==> src/rtl/stitch_pipeline_pkg.sv <==
// rtl/stitch_pipeline_pkg.sv - stage constants and slot/occupancy sizing helpers for stitch_pipeline_rv
package stitch_pipeline_pkg;

    localparam int STAGE_INC_W = 256;

    // Stage k adds 1 << k; shifts past the datapath width collapse to zero.
    function automatic logic [STAGE_INC_W-1:0] stage_inc(input int k, input int data_w);
        logic [STAGE_INC_W-1:0] v;
        v = '0;
        if (k >= 0 && k < data_w && k < STAGE_INC_W) begin
            v[k] = 1'b1;
        end
        return v;
    endfunction

    function automatic int num_slots(input int num_stages, input bit io_flops);
        return io_flops ? num_stages + 1 : num_stages - 1;
    endfunction

    function automatic int occ_width(input int num_stages);
        return $clog2(num_stages + 2);
    endfunction

endpackage

==> src/rtl/stitch_pipeline_rv_if.sv <==
// rtl/stitch_pipeline_rv_if.sv - producer/consumer handshake bundle for stitch_pipeline_rv
interface stitch_pipeline_rv_if #(
    parameter int DATA_W = 32
);
    logic              input_valid;
    logic              input_ready;
    logic [DATA_W-1:0] x;
    logic [DATA_W-1:0] out;
    logic              output_valid;
    logic              output_ready;

    modport master (
        output input_valid, x, output_ready,
        input  input_ready, out, output_valid
    );

    modport slave (
        input  input_valid, x, output_ready,
        output input_ready, out, output_valid
    );
endinterface

==> src/rtl/stitch_pipe_slot.sv <==
// rtl/stitch_pipe_slot.sv - one valid/data pipeline register slot with load enable from the ready chain
module stitch_pipe_slot #(
    parameter int DATA_W = 32
) (
    input  logic              clk,
    input  logic              rst,
    input  logic              up_valid,
    input  logic [DATA_W-1:0] up_data,
    input  logic              ready,
    output logic              valid,
    output logic [DATA_W-1:0] data
);

    always_ff @(posedge clk) begin
        if (rst) begin
            valid <= 1'b0;
        end else if (ready) begin
            valid <= up_valid;
        end
    end

    // Data is left unreset; it is only observed while valid is set.
    always_ff @(posedge clk) begin
        if (ready && up_valid) begin
            data <= up_data;
        end
    end

endmodule

==> src/rtl/stitch_pipeline_rv.sv <==
// rtl/stitch_pipeline_rv.sv - NUM_STAGES adder stages with valid/ready slots; STITCH_PIPELINE_IO_FLOPS_EN adds input/output slots
module stitch_pipeline_rv
    import stitch_pipeline_pkg::*;
#(
    parameter int DATA_W     = 32,
    parameter int NUM_STAGES = 2
) (
    input  logic                              clk,
    input  logic                              rst,
    stitch_pipeline_rv_if.slave               bus,
    output logic [occ_width(NUM_STAGES)-1:0]  occupancy
);

`ifdef STITCH_PIPELINE_IO_FLOPS_EN
    localparam bit IO_FLOPS = 1'b1;
`else
    localparam bit IO_FLOPS = 1'b0;
`endif
    localparam int R     = num_slots(NUM_STAGES, IO_FLOPS);
    localparam int OCC_W = occ_width(NUM_STAGES);

    logic [R-1:0]      slot_v;
    logic [R-1:0]      slot_uv;
    logic [R-1:0]      slot_vn;
    logic [R-1:0]      slot_ready;
    logic [DATA_W-1:0] slot_d [R];
    logic [DATA_W-1:0] slot_q [R];
    logic [DATA_W-1:0] stage_in  [NUM_STAGES];
    logic [DATA_W-1:0] stage_out [NUM_STAGES];
    logic [OCC_W-1:0]  occ_next;

    // Ready ripples back from the consumer: a slot loads if empty or if its successor loads.
    always_comb begin
        logic nxt;
        nxt = bus.output_ready;
        slot_ready = '0;
        for (int i = R - 1; i >= 0; i--) begin
            nxt = !slot_v[i] || nxt;
            slot_ready[i] = nxt;
        end
    end

    always_comb begin
        occ_next = '0;
        for (int i = 0; i < R; i++) begin
            slot_vn[i] = slot_ready[i] ? slot_uv[i] : slot_v[i];
            occ_next   = occ_next + OCC_W'(slot_vn[i]);
        end
    end

    always_ff @(posedge clk) begin
        if (rst) begin
            occupancy <= '0;
        end else begin
            occupancy <= occ_next;
        end
    end

    for (genvar i = 0; i < R; i++) begin : g_slot
        if (i == 0) begin : g_first
            assign slot_uv[i] = bus.input_valid;
        end else begin : g_rest
            assign slot_uv[i] = slot_v[i-1];
        end

`ifdef STITCH_PIPELINE_IO_FLOPS_EN
        if (i == 0) begin : g_din_x
            assign slot_d[i] = bus.x;
        end else begin : g_din_stage
            assign slot_d[i] = stage_out[i-1];
        end
`else
        assign slot_d[i] = stage_out[i];
`endif

        stitch_pipe_slot #(
            .DATA_W (DATA_W)
        ) u_slot (
            .clk      (clk),
            .rst      (rst),
            .up_valid (slot_uv[i]),
            .up_data  (slot_d[i]),
            .ready    (slot_ready[i]),
            .valid    (slot_v[i]),
            .data     (slot_q[i])
        );
    end

    for (genvar k = 0; k < NUM_STAGES; k++) begin : g_stage
        localparam logic [DATA_W-1:0] INC = DATA_W'(stage_inc(k, DATA_W));

`ifdef STITCH_PIPELINE_IO_FLOPS_EN
        assign stage_in[k] = slot_q[k];
`else
        if (k == 0) begin : g_in_x
            assign stage_in[k] = bus.x;
        end else begin : g_in_slot
            assign stage_in[k] = slot_q[k-1];
        end
`endif

        assign stage_out[k] = stage_in[k] + INC;
    end

    assign bus.input_ready  = slot_ready[0];
    assign bus.output_valid = slot_v[R-1];
`ifdef STITCH_PIPELINE_IO_FLOPS_EN
    assign bus.out = slot_q[R-1];
`else
    assign bus.out = stage_out[NUM_STAGES-1];
`endif

endmodule
==> src/flat_wrapper.sv <==
// flat-port wrapper written by rule: the top's interface ports become plain ports
module stitch_pipeline_rv_flat import stitch_pipeline_pkg::*;
#(
    parameter int DATA_W     = 32,
    parameter int NUM_STAGES = 2
)
  (clk, rst, occupancy, bus_input_valid, bus_x, bus_output_ready, bus_input_ready, bus_out, bus_output_valid);
  stitch_pipeline_rv_if #(.DATA_W(DATA_W)) bus_i ();
  input  logic clk;
  input  logic rst;
  output logic [occ_width(NUM_STAGES)-1:0] occupancy;
  input wire logic [$bits(bus_i.input_valid)-1:0] bus_input_valid;
  input wire logic [$bits(bus_i.x)-1:0] bus_x;
  input wire logic [$bits(bus_i.output_ready)-1:0] bus_output_ready;
  output wire logic [$bits(bus_i.input_ready)-1:0] bus_input_ready;
  output wire logic [$bits(bus_i.out)-1:0] bus_out;
  output wire logic [$bits(bus_i.output_valid)-1:0] bus_output_valid;
  assign bus_i.input_valid = bus_input_valid;
  assign bus_i.x = bus_x;
  assign bus_i.output_ready = bus_output_ready;
  assign bus_input_ready = bus_i.input_ready;
  assign bus_out = bus_i.out;
  assign bus_output_valid = bus_i.output_valid;
  stitch_pipeline_rv #(.DATA_W(DATA_W), .NUM_STAGES(NUM_STAGES)) u_core (.clk(clk), .rst(rst), .bus(bus_i), .occupancy(occupancy));
endmodule
==> config.mk <==
export PLATFORM = sky130hd
export DESIGN_NAME = stitch_pipeline_rv_flat
export DESIGN_NICKNAME = d
export VERILOG_FILES = /design/src/rtl/stitch_pipeline_pkg.sv /design/src/rtl/stitch_pipeline_rv_if.sv /design/src/rtl/stitch_pipe_slot.sv /design/src/rtl/stitch_pipeline_rv.sv /design/src/flat_wrapper.sv
export SDC_FILE = /design/constraint.sdc
export NUM_CORES = 1
export LEC_CHECK = 0
export ABC_AREA = 1
export ABC_CLOCK_PERIOD_IN_PS = 7730
export CAP_MARGIN = 20
export CORE_ASPECT_RATIO = 0.6
export CORE_UTILIZATION = 54
export DETAILED_ROUTE_END_ITERATION = 10
export HOLD_SLACK_MARGIN = 0.03
export PLACE_DENSITY = 0.84
export SETUP_SLACK_MARGIN = 0.05
export SLEW_MARGIN = 40
export SYNTH_ARGS = -nofsm -noshare
export SYNTH_HDL_FRONTEND = slang
export SYNTH_SLANG_ARGS = --single-unit
==> constraint.sdc <==
create_clock -name clk -period 7.73 [get_ports clk]
set_input_delay 1.546 -clock clk [delete_from_list [all_inputs] [get_ports clk]]
set_output_delay 1.546 -clock clk [all_outputs]
set_load 0.01 [all_outputs]
==> run summary, run 1 <==
FFs w/ async S/R, synth -> 0
Warnings from Yosys -> 0
Num CTS Buffers -> 5
Number of synthesized flops with an enable pin -> 32
Crit path top cell by count -> clkdlybuf4s50_1
Crit path largest cell delay -> 0.55 ns
Share of layout cells above drive strength 1 -> 0.09611
CTS Hold Bufs -> 0
Placer Congestion -> 0.9505
Hold Path Class -> register to register
Global route total overflow -> 0
CTS tree -> yes
Antenna diodes -> 0
Post-Route WL -> 7.400 mm
Static leakage -> 1.634 nW
First-pass GRT wire length -> 11.79 mm
Clk_skew -> 0.009726 ns
Layout area overhead -> 31.07%
Setup CP Type -> input pin to primary output
WP buf/inv -> 3
Main synth FF type -> edfxtp_1
Final #Nets -> 526
Switch Pwr -> 0.1276 mW
Vias -> 2858
Average size of a mapped cell -> 6.953 um^2
Post-Syn Area -> 2872 um^2
Clk Latency, worst-skew pair -> 0.28 ns
Port-buffer cells -> 70
Status -> completed
CP startpoint kind -> input pin
Die boundary width -> 96.14 um
Gates resized, CTS repair -> 0
Count leader, synth -> nand2_1
Setup crit end kind -> primary output
Initial antenna violation count -> 0
Seq pwr share -> 0.447
Post-CTS Setup Inserts -> 0
Remaining DRCs -> 0
Die height -> 58.49 um
Seq/Total Area, Yosys -> 0.3416
Design Power -> 0.4959 mW
Setup_tns -> 0 ns
Commonest cells in the synthesized netlist -> 178 x nand2_1, 60 x nor2_1, 37 x inv_1
Reg area -> 980.9 um^2
Largest cells by area after synthesis -> edfxtp_1 33%, nand2_1 23%, nor2_1 7.8%
Core area -> 5080 um^2
Fin. max-slew vios -> 0
FP Rows -> 20
Internal Power -> 0.3683 mW
RSZ-0062 raised after global routing -> false
Crit path cell chain -> clkdlybuf4s50_1 > inv_1 > nand2_1 > clkdlybuf4s50_1
Filler cell count -> 417
Effective utilization at floorplan -> 0.5653
Antenna viol nets, final -> 0
Multi-input logic area -> 1733 um^2
CP delay by family, top -> buffers and inverters
Total die area -> 5623 um^2
Crit-path slowest cell -> clkdlybuf4s50_1
Largest net degree at the start of global routing -> 33
Period Utilization, post-route -> 0.5492
Pwr dens -> 131.8 nW/um^2
Top cell type's share of synthesized area -> 0.3346
Via density -> 5.150
Worst VDD drop -> 0.07982 mV
Setup violators final -> 0
Hold slack final -> 0.5753 ns
Synth Net Count -> 451
Clock Tree Buf Depth -> 2
Synth area leader -> edfxtp_1
Pre-antenna DRT Iters -> 5
Final design utilization -> 0.7409
Drt first-iter violations -> 172
Critical path data arrival time -> 2.70 ns
CP required -> 6.18 ns
Post-DP HPWL -> 6.200 mm
Clk root buf -> clkbuf_8
Number of global-route vias before repair -> 2615
Clock tree sinks -> 33
Distinct cells, synth -> 20
Yosys reg bits -> 33
Fin. Hold Viols -> 0
Minimum clock period -> 4.246 ns
IO Count -> 72
Comb pwr share -> 0.218
Switching fraction of total power -> 0.2573
Maxcap violations -> 0
Max frequency -> 0.2355 GHz
Clock share of power -> 0.335
Gr usage total -> 0.2790
Avg WL per Cell -> 13.33 um
Clk slew on worst S/H paths -> 0.07 ns
CP max FO -> 2
H-tree Lvls -> 2
Syn Inst Count -> 413
[power by group through the flow]
| stage | clock network (mW) | logic [mW] | registers [mW] |
|---|---|---|---|
| global route | 0.173 | 0.117 | 0.223 |
| detailed placement | 0 | 0.107 | 0.225 |
| floorplan | 0 | 0.0499 | 0.222 |
| finish | 0.166 | 0.108 | 0.222 |
| global placement | 0 | 0.104 | 0.224 |
| CTS | 0.166 | 0.108 | 0.221 |
[layer usage]
layer  share of wire  GRT usage
met1            0.45     0.3830
met2            0.46     0.4752
met3           0.080    0.02972
met4          0.0085    0.07249
met5               0          0
[sequential cells by signal (all words and copies together), names as in the netlist]
name                       flops
u_core.g_slot.u_slot.data     32
u_core.occupancy               1
[worst register-to-register path: cells and delay by family (launching register included)]
family	cells	cell delay [ns]
compound gates	1	0.16
buf+inv	1	0.37
flops	1	0.36
[area by class of cell]
type | count | share of cell area
repair buffers | 71 | 0.1882
inverters | 37 | 0.03690
multi-input cells | 340 | 0.4604
flip-flops and latches | 33 | 0.2606
well taps | 66 | 0.02194
clock buffers | 6 | 0.02194
clock inverters | 2 | 0.009973
[through the flow]
step / instances / cell area, um^2 / worst slack (ns)
floorplan: 413 / 2872 / 4.132
global placement: 547 / 3643 / 3.539
CTS: 555 / 3764 / 3.493
global route: 555 / 3764 / 3.456
detailed placement: 547 / 3643 / 3.500
finish: 555 / 3764 / 3.484
[worst paths after layout]
check                            from                                to  slack [ns]  cells past startpoint
setup reg to reg  u_core.occupancy[0]  u_core.g_slot[0].u_slot.data[23]        6.49                      2
hold reg to reg   u_core.occupancy[0]               u_core.occupancy[0]        0.58                      2
hold / removal    u_core.occupancy[0]               u_core.occupancy[0]        0.58                      2
setup / recovery     bus_output_ready                   bus_input_ready        3.48                      4
[kinds of logic after synthesis]
| group | share of synthesized area |
|---|---|
| XOR/XNOR | 0.09412 |
| other | 0.001306 |
| adder cells (fa/ha/maj) | 0.008713 |
| flip-flops | 0.3416 |
| buffers and inverters | 0.05621 |
| AND/OR/NAND/NOR | 0.4946 |
| AO/OA/AOI/OAI | 0.003486 |
[cell usage in the layout, fill, tap and decap left out, drive strengths merged, types with 6 or more instances in the layout]
master,synthesis,layout
nor2,85,85
inv,37,37
nand3,15,15
xnor2,8,8
nand2,189,189
clkdlybuf4s50,0,70
xor2,22,22
nand3b,15,15
edfxtp,32,32
clkbuf,0,6
Note: power is estimated with default switching activity, not from simulation.
==> inputs of run 2 (changes only) <==
--- a/config.mk
+++ b/config.mk
@@ -6,13 +6,13 @@
 export NUM_CORES = 1
 export LEC_CHECK = 0
 export ABC_AREA = 1
-export ABC_CLOCK_PERIOD_IN_PS = 7730
+export ABC_CLOCK_PERIOD_IN_PS = 3550
 export CAP_MARGIN = 20
 export CORE_ASPECT_RATIO = 0.6
-export CORE_UTILIZATION = 54
+export CORE_UTILIZATION = 45
 export DETAILED_ROUTE_END_ITERATION = 10
 export HOLD_SLACK_MARGIN = 0.03
-export PLACE_DENSITY = 0.84
+export PLACE_DENSITY = 0.74
 export SETUP_SLACK_MARGIN = 0.05
 export SLEW_MARGIN = 40
 export SYNTH_ARGS = -nofsm -noshare
==> constraint.sdc (replaced) <==
create_clock -name clk -period 3.55 [get_ports clk]
set_input_delay 0.71 -clock clk [delete_from_list [all_inputs] [get_ports clk]]
set_output_delay 0.71 -clock clk [all_outputs]
set_load 0.01 [all_outputs]
==> run 2 against run 1 <==
Core utilization is 13 points lower. Critical path depth is 3 higher. Combinational power is 110% higher. Total power is 94% higher. Cell count is 3.2% higher. Non-clock buffer count stayed put.
==> run summary, run 2 (synthesis gave the netlist of run 1 again) <==
Filler cell count -> 550 (was 417)
Post-DP HPWL -> 5.936 mm (was 6.200 mm)
Biggest regs -> u_core.g_slot.u_slot.data (32), u_core.occupancy (1) (unchanged)
Comb pwr share -> 0.240 (was 0.218)
Port-buffer cells -> 70 (unchanged)
CP max FO -> 5 (was 2)
Pre-antenna DRT Iters -> 4 (was 5)
Effective utilization at floorplan -> 0.4678 (was 0.5653)
Clock Tree Buf Depth -> 2 (unchanged)
Largest Register -> u_core.g_slot.u_slot.data (unchanged)
Non-Filler Instances -> 573 (was 555)
Setup CP Type -> register to primary output (was input pin to primary output)
Seq pwr share -> 0.501 (was 0.447)
CP required -> 2.84 ns (was 6.18 ns)
Placer Congestion -> 0.9003 (was 0.9505)
Setup crit end kind -> primary output (unchanged)
Post-Route WL -> 6.749 mm (was 7.400 mm)
Crit-path slowest cell -> clkdlybuf4s50_1 (unchanged)
Die boundary width -> 105.1 um (was 96.14 um)
Switch Pwr -> 0.2513 mW (was 0.1276 mW)
Worst VDD drop -> 0.1322 mV (was 0.07982 mV)
CTS Hold Bufs -> 0 (unchanged)
CP startpoint kind -> register (was input pin)
Largest net degree at the start of global routing -> 33 (unchanged)
Setup crit start -> u_core.g_slot[0].u_slot.data[1] (was bus_output_ready)
Status -> completed (unchanged)
Final #Nets -> 526 (unchanged)
Placed inst area -> 3666 um^2 (was 3643 um^2)
RSZ-0062 raised after global routing -> false (unchanged)
Most frequent cells in the layout -> 178 x nand2_1, 70 x clkdlybuf4s50_1, 60 x nor2_1, 37 x inv_1, 32 x edfxtp_1 (unchanged)
WP buf/inv -> 1 (was 3)
Minimum clock period -> 2.785 ns
Core area -> 6138 um^2 (was 5080 um^2)
Final instance area -> 3746 um^2 (was 3764 um^2)
Internal Power -> 0.7132 mW (was 0.3683 mW)
Gr usage total -> 0.2158 (was 0.2790)
Setup_tns -> 0 ns (unchanged)
Total die area -> 6715 um^2 (was 5623 um^2)
Initial antenna violation count -> 0 (unchanged)
Antenna viol nets, final -> 0 (unchanged)
Num CTS Buffers -> 5 (unchanged)
FP Rows -> 22 (was 20)
Reg area -> 980.9 um^2 (unchanged)
Via density -> 4.644 (was 5.150)
Drt first-iter violations -> 97 (was 172)
Gates resized, CTS repair -> 0 (unchanged)
Clk root buf -> clkbuf_8 (unchanged)
Multi-input logic area -> 1733 um^2 (unchanged)
Clock tree sinks -> 33 (unchanged)
Static leakage -> 1.617 nW (was 1.634 nW)
Share of layout cells above drive strength 1 -> 0.08998 (was 0.09611)
Clk_skew -> 0.004842 ns (was 0.009726 ns)
Maxcap violations -> 0 (unchanged)
Crit path largest cell delay -> 0.55 ns (about the same)
Number of global-route vias before repair -> 2444 (was 2615)
Max frequency -> 0.3591 GHz
Remaining DRCs -> 0 (unchanged)
Placed insts -> 565 (was 547)
Clk slew on worst S/H paths -> 0.06 ns (was 0.07 ns)
IO Count -> 72 (unchanged)
Critical path data arrival time -> 2.07 ns (was 2.70 ns)
Switching fraction of total power -> 0.2605 (was 0.2573)
Hold Path Class -> register to register (unchanged)
Layout area overhead -> 30.46% (was 31.07%)
Most common cell after layout, fill and taps aside -> nand2_1 (unchanged)
Vias -> 2661 (was 2858)
Avg WL per Cell -> 11.78 um (was 13.33 um)
Clock share of power -> 0.259 (was 0.335)
Fin. max-slew vios -> 0 (unchanged)
Die height -> 63.88 um (was 58.49 um)
Worst reg2reg startpoint -> u_core.occupancy[0] (unchanged)
Setup violators final -> 0 (unchanged)
Hold_sp -> u_core.occupancy[0] (unchanged)
Global route total overflow -> 0 (unchanged)
Fin. Hold Viols -> 0 (unchanged)
CTS tree -> yes (unchanged)
H-tree Lvls -> 2 (unchanged)
Pwr dens -> 257.5 nW/um^2 (was 131.8 nW/um^2)
Crit path cell chain -> ha_1 > nand2_1 > nor2_4 > nand2_1 > nor2_4 > xor2_1 > clkdlybuf4s50_1 (was clkdlybuf4s50_1 > inv_1 > nand2_1 > clkdlybuf4s50_1)
First-pass GRT wire length -> 11.25 mm (was 11.79 mm)
Clk Latency, worst-skew pair -> 0.27 ns (was 0.28 ns)
Post-CTS Setup Inserts -> 0 (unchanged)
CP delay by family, top -> simple AND/OR/NAND/NOR gates (was buffers and inverters)
Period Utilization, post-route -> 0.7844
Antenna diodes -> 0 (unchanged)
Max reg flops -> 32 (unchanged)
-- run 2: area by class of cell --
cell class / count / share of cell area
inverters: 37 / 0.03707
multi-input cells: 340 / 0.4626
flip-flops and latches: 33 / 0.2619
clock buffers: 8 / 0.02138
well taps: 84 / 0.02806
repair buffers: 71 / 0.1890
-- run 2: per-stage QoR --
step / worst slack, ns / hold slack, ns / power [mW] / utilization
2_1_floorplan: 0.7878 / 0.5893 / 0.5910 / -
3_3_place_gp: 1.029 / 0.5087 / 0.7188 / 0.5972
3_5_place_dp: 0.9916 / 0.5268 / 0.7224 / 0.5972
4_1_cts: 0.7374 / 0.5323 / 0.9723 / 0.6103
5_1_grt: 0.6175 / 0.5823 / 1.012 / 0.6103
6_report: 0.7653 / 0.5311 / 0.9645 / 0.6103
-- run 2: final timing paths --
path	endpoint	slack [ns]	cells past startpoint
setup reg to reg	u_core.g_slot[0].u_slot.data[31]	2.39	2
setup / recovery	bus_out[15]	0.77	7
hold / removal	u_core.occupancy[0]	0.53	2
hold reg to reg	u_core.occupancy[0]	0.53	2
-- run 2: power groups by stage --
stage	registers [mW]	clock network [mW]	logic, mW
after floorplan	0.482	0	0.109
final	0.483	0.250	0.232
after CTS	0.482	0.257	0.233
after detailed placement	0.490	0	0.232
after global routing	0.486	0.272	0.254
after global placement	0.490	0	0.229
-- run 2: layer usage --
layer	wire [um]	vias up	share of wire	GRT usage
met5	0	-	0	0
met4	93	0	0.014	0.06866
met3	327	8	0.048	0.02755
met2	2716	81	0.40	0.3278
met1	3612	1151	0.54	0.3184
li1	-	1421	-	-
-- run 2: worst reg2reg max path, stage by stage, from the launching register on --
cell and delay [ns]:
dfxtp_1 0.33, a21oi_2 0.13, buf_4 0.35
==> inputs of run 3 (changes only) <==
--- a/config.mk
+++ b/config.mk
@@ -6,13 +6,13 @@
 export NUM_CORES = 1
 export LEC_CHECK = 0
 export ABC_AREA = 1
-export ABC_CLOCK_PERIOD_IN_PS = 3550
+export ABC_CLOCK_PERIOD_IN_PS = 2720
 export CAP_MARGIN = 20
 export CORE_ASPECT_RATIO = 0.6
-export CORE_UTILIZATION = 45
+export CORE_UTILIZATION = 50
 export DETAILED_ROUTE_END_ITERATION = 10
 export HOLD_SLACK_MARGIN = 0.03
-export PLACE_DENSITY = 0.74
+export PLACE_DENSITY = 0.78
 export SETUP_SLACK_MARGIN = 0.05
 export SLEW_MARGIN = 40
 export SYNTH_ARGS = -nofsm -noshare
==> constraint.sdc (replaced) <==
create_clock -name clk -period 2.72 [get_ports clk]
set_input_delay 0.544 -clock clk [delete_from_list [all_inputs] [get_ports clk]]
set_output_delay 0.544 -clock clk [all_outputs]
set_load 0.01 [all_outputs]
==> run 3 against run 2 <==
Via count grew 4.2%. Sequential share of layout area down 0.43 points. Total power increased by 38%. Hold slack improved by 0.011 ns. Critical path depth decreased by 1. Cell area rose by 1.7%. Global-route usage rose by 3.1 points. Wire length grew 5.0%. Core utilization up 11 points. Critical endpoint is now bus_out[14].
==> run summary, run 3 (synthesis gave the netlist of run 1 again) <==
Max frequency -> 0.3887 GHz
Layout area overhead -> 32.64% (was 30.46%)
Clock Tree Buf Depth -> 2 (unchanged)
Worst R2R Setup Slack -> 1.53 ns (was 2.39 ns)
Die boundary width -> 99.84 um (was 105.1 um)
Crit path cell chain -> nand2_1 > nor2_1 > nand2_1 > nor2_4 > xor2_1 > clkdlybuf4s50_1 (was ha_1 > nand2_1 > nor2_4 > nand2_1 > nor2_4 > xor2_1 > clkdlybuf4s50_1)
Fin. max-slew vios -> 0 (unchanged)
Port-buffer cells -> 70 (unchanged)
CP startpoint kind -> register (unchanged)
Crit-path slowest cell -> clkdlybuf4s50_1 (unchanged)
Hold_sp -> u_core.occupancy[0] (unchanged)
Most frequent cells in the layout -> 178 x nand2_1, 65 x clkdlybuf4s50_1, 60 x nor2_1, 37 x inv_1, 32 x edfxtp_1 (was 178 x nand2_1, 70 x clkdlybuf4s50_1, 60 x nor2_1, 37 x inv_1, 32 x edfxtp_1)
Biggest regs -> u_core.g_slot.u_slot.data (32), u_core.occupancy (1) (unchanged)
Core area -> 5280 um^2 (was 6138 um^2)
Number of global-route vias before repair -> 2416 (was 2444)
Gr usage total -> 0.2467 (was 0.2158)
Share of layout cells above drive strength 1 -> 0.1053 (was 0.08998)
Hold Path Class -> register to register (unchanged)
Fin. Hold Viols -> 0 (unchanged)
Minimum clock period -> 2.573 ns
CP max FO -> 5 (unchanged)
Antenna viol nets, final -> 0 (unchanged)
H-tree Lvls -> 2 (unchanged)
Most common cell after layout, fill and taps aside -> nand2_1 (unchanged)
Worst reg2reg startpoint -> u_core.occupancy[0] (unchanged)
Remaining DRCs -> 0 (unchanged)
RR Endpoint -> u_core.g_slot[0].u_slot.data[19] (was u_core.g_slot[0].u_slot.data[31])
Largest Register -> u_core.g_slot.u_slot.data (unchanged)
Antenna diodes -> 0 (unchanged)
Clock tree sinks -> 33 (unchanged)
Clk slew on worst S/H paths -> 0.07 ns (was 0.06 ns)
CP required -> 2.18 ns (was 2.84 ns)
Final #Nets -> 531 (was 526)
Pwr dens -> 350.4 nW/um^2 (was 257.5 nW/um^2)
Setup CP Type -> register to primary output (unchanged)
Hold slack final -> 0.5418 ns (was 0.5311 ns)
CTS Hold Bufs -> 0 (unchanged)
Period Utilization, post-route -> 0.9458
Worst VDD drop -> 0.2236 mV (was 0.1322 mV)
Filler cell count -> 446 (was 550)
Max reg flops -> 32 (unchanged)
Placer Congestion -> 0.9506 (was 0.9003)
Post-Route WL -> 7.087 mm (was 6.749 mm)
Hold path cells -> 2 (unchanged)
Num CTS Buffers -> 5 (unchanged)
Crit path top cell by count -> nand2_1
Via density -> 4.856 (was 4.644)
Status -> completed (unchanged)
WP buf/inv -> 1 (unchanged)
Largest net degree at the start of global routing -> 33 (unchanged)
Pre-antenna DRT Iters -> 5 (was 4)
Crit path largest cell delay -> 0.56 ns (was 0.55 ns)
Die height -> 60.70 um (was 63.88 um)
Initial antenna violation count -> 0 (unchanged)
Worst min-delay path endpoint -> u_core.occupancy[0] (unchanged)
FF-to-FF path depth -> 2 (unchanged)
Static leakage -> 1.702 nW (was 1.617 nW)
FP Rows -> 20 (was 22)
Critical path data arrival time -> 2.03 ns (was 2.07 ns)
Effective utilization at floorplan -> 0.5438 (was 0.4678)
Multi-input logic area -> 1733 um^2 (unchanged)
Drt first-iter violations -> 132 (was 97)
First-pass GRT wire length -> 11.23 mm (was 11.25 mm)
Setup_tns -> 0 ns (unchanged)
Clk_skew -> 0.005018 ns (was 0.004842 ns)
Avg WL per Cell -> 12.41 um (was 11.78 um)
CP delay by family, top -> simple AND/OR/NAND/NOR gates (unchanged)
Setup violators final -> 0 (unchanged)
Total die area -> 6060 um^2 (was 6715 um^2)
CTS tree -> yes (unchanged)
Setup crit end kind -> primary output (unchanged)
RSZ-0062 raised after global routing -> true (was false)
Global route total overflow -> 0 (unchanged)
Maxcap violations -> 0 (unchanged)
Reg area -> 980.9 um^2 (unchanged)
Clk root buf -> clkbuf_8 (unchanged)
Vias -> 2773 (was 2661)
IO Count -> 72 (unchanged)
Clk Latency, worst-skew pair -> 0.28 ns (was 0.27 ns)
Post-DP HPWL -> 6.056 mm (was 5.936 mm)
==> run 3: final cells by class <==
| type | count | share of cell area |
|---|---|---|
| clock inverters | 1 | 0.001314 |
| flip-flops and latches | 33 | 0.2576 |
| inverters | 37 | 0.03647 |
| multi-input cells | 340 | 0.4550 |
| repair buffers | 76 | 0.1991 |
| clock buffers | 7 | 0.02530 |
| well taps | 77 | 0.02530 |
==> run 3: routing by layer <==
| layer | up-vias | GRT usage | wire (um) |
|---|---|---|---|
| li1 | 1444 | - | - |
| met1 | 1217 | 0.3716 | 3731 |
| met2 | 107 | 0.3882 | 2898 |
| met3 | 5 | 0.02189 | 396 |
| met4 | 0 | 0.06092 | 61 |
| met5 | - | 0 | 0 |
==> run 3: worst register-to-register path: cells and delay by family (launching register included) <==
family / cells / cell delay (ns)
AOI/OAI and AO/OA: 1 / 0.13
buffers and inverters: 1 / 0.37
DFF: 1 / 0.34
==> run 3: how the worst max path moves through the flow <==
stage	start	endpoint	cells past startpoint
floorplan	bus_input_valid	u_core.g_slot[0].u_slot.data[0]	2
global placement	u_core.g_slot[0].u_slot.data[1]	bus_out[15]	7
detailed placement	u_core.g_slot[0].u_slot.data[2]	bus_out[15]	7
CTS	u_core.g_slot[0].u_slot.data[2]	bus_out[15]	7
global route	u_core.g_slot[0].u_slot.data[1]	bus_out[31]	8
finish	u_core.g_slot[0].u_slot.data[11]	bus_out[14]	6
==> run 3: what timing repair did <==
action | in CTS | in global routing
endpoints found under the setup margin | 0 | 13
resized for setup | 0 | 5
buffers inserted | 0 | 5
==> run 3: stage by stage <==
step | util | cells | worst slack (ns) | power (mW) | cell area (um^2)
2_1_floorplan | - | 413 | 0.1238 | 0.7713 | 2872
3_3_place_gp | 0.6927 | 558 | 0.4572 | 0.9369 | 3657
3_5_place_dp | 0.6927 | 558 | 0.3838 | 0.9437 | 3657
4_1_cts | 0.7118 | 566 | 0.07365 | 1.336 | 3759
5_1_grt | 0.7213 | 571 | 0.02043 | 1.388 | 3809
6_report | 0.7213 | 571 | 0.1475 | 1.335 | 3809
==> run 3: power by group <==
| part | switching, mW | leakage, nW | internal [mW] |
|---|---|---|---|
| combinational | 0.155 | 1.33 | 0.154 |
| clock | 0.167 | 0.0542 | 0.228 |
| sequential | 0.0322 | 0.318 | 0.597 |
| total | 0.355 | 1.70 | 0.980 |
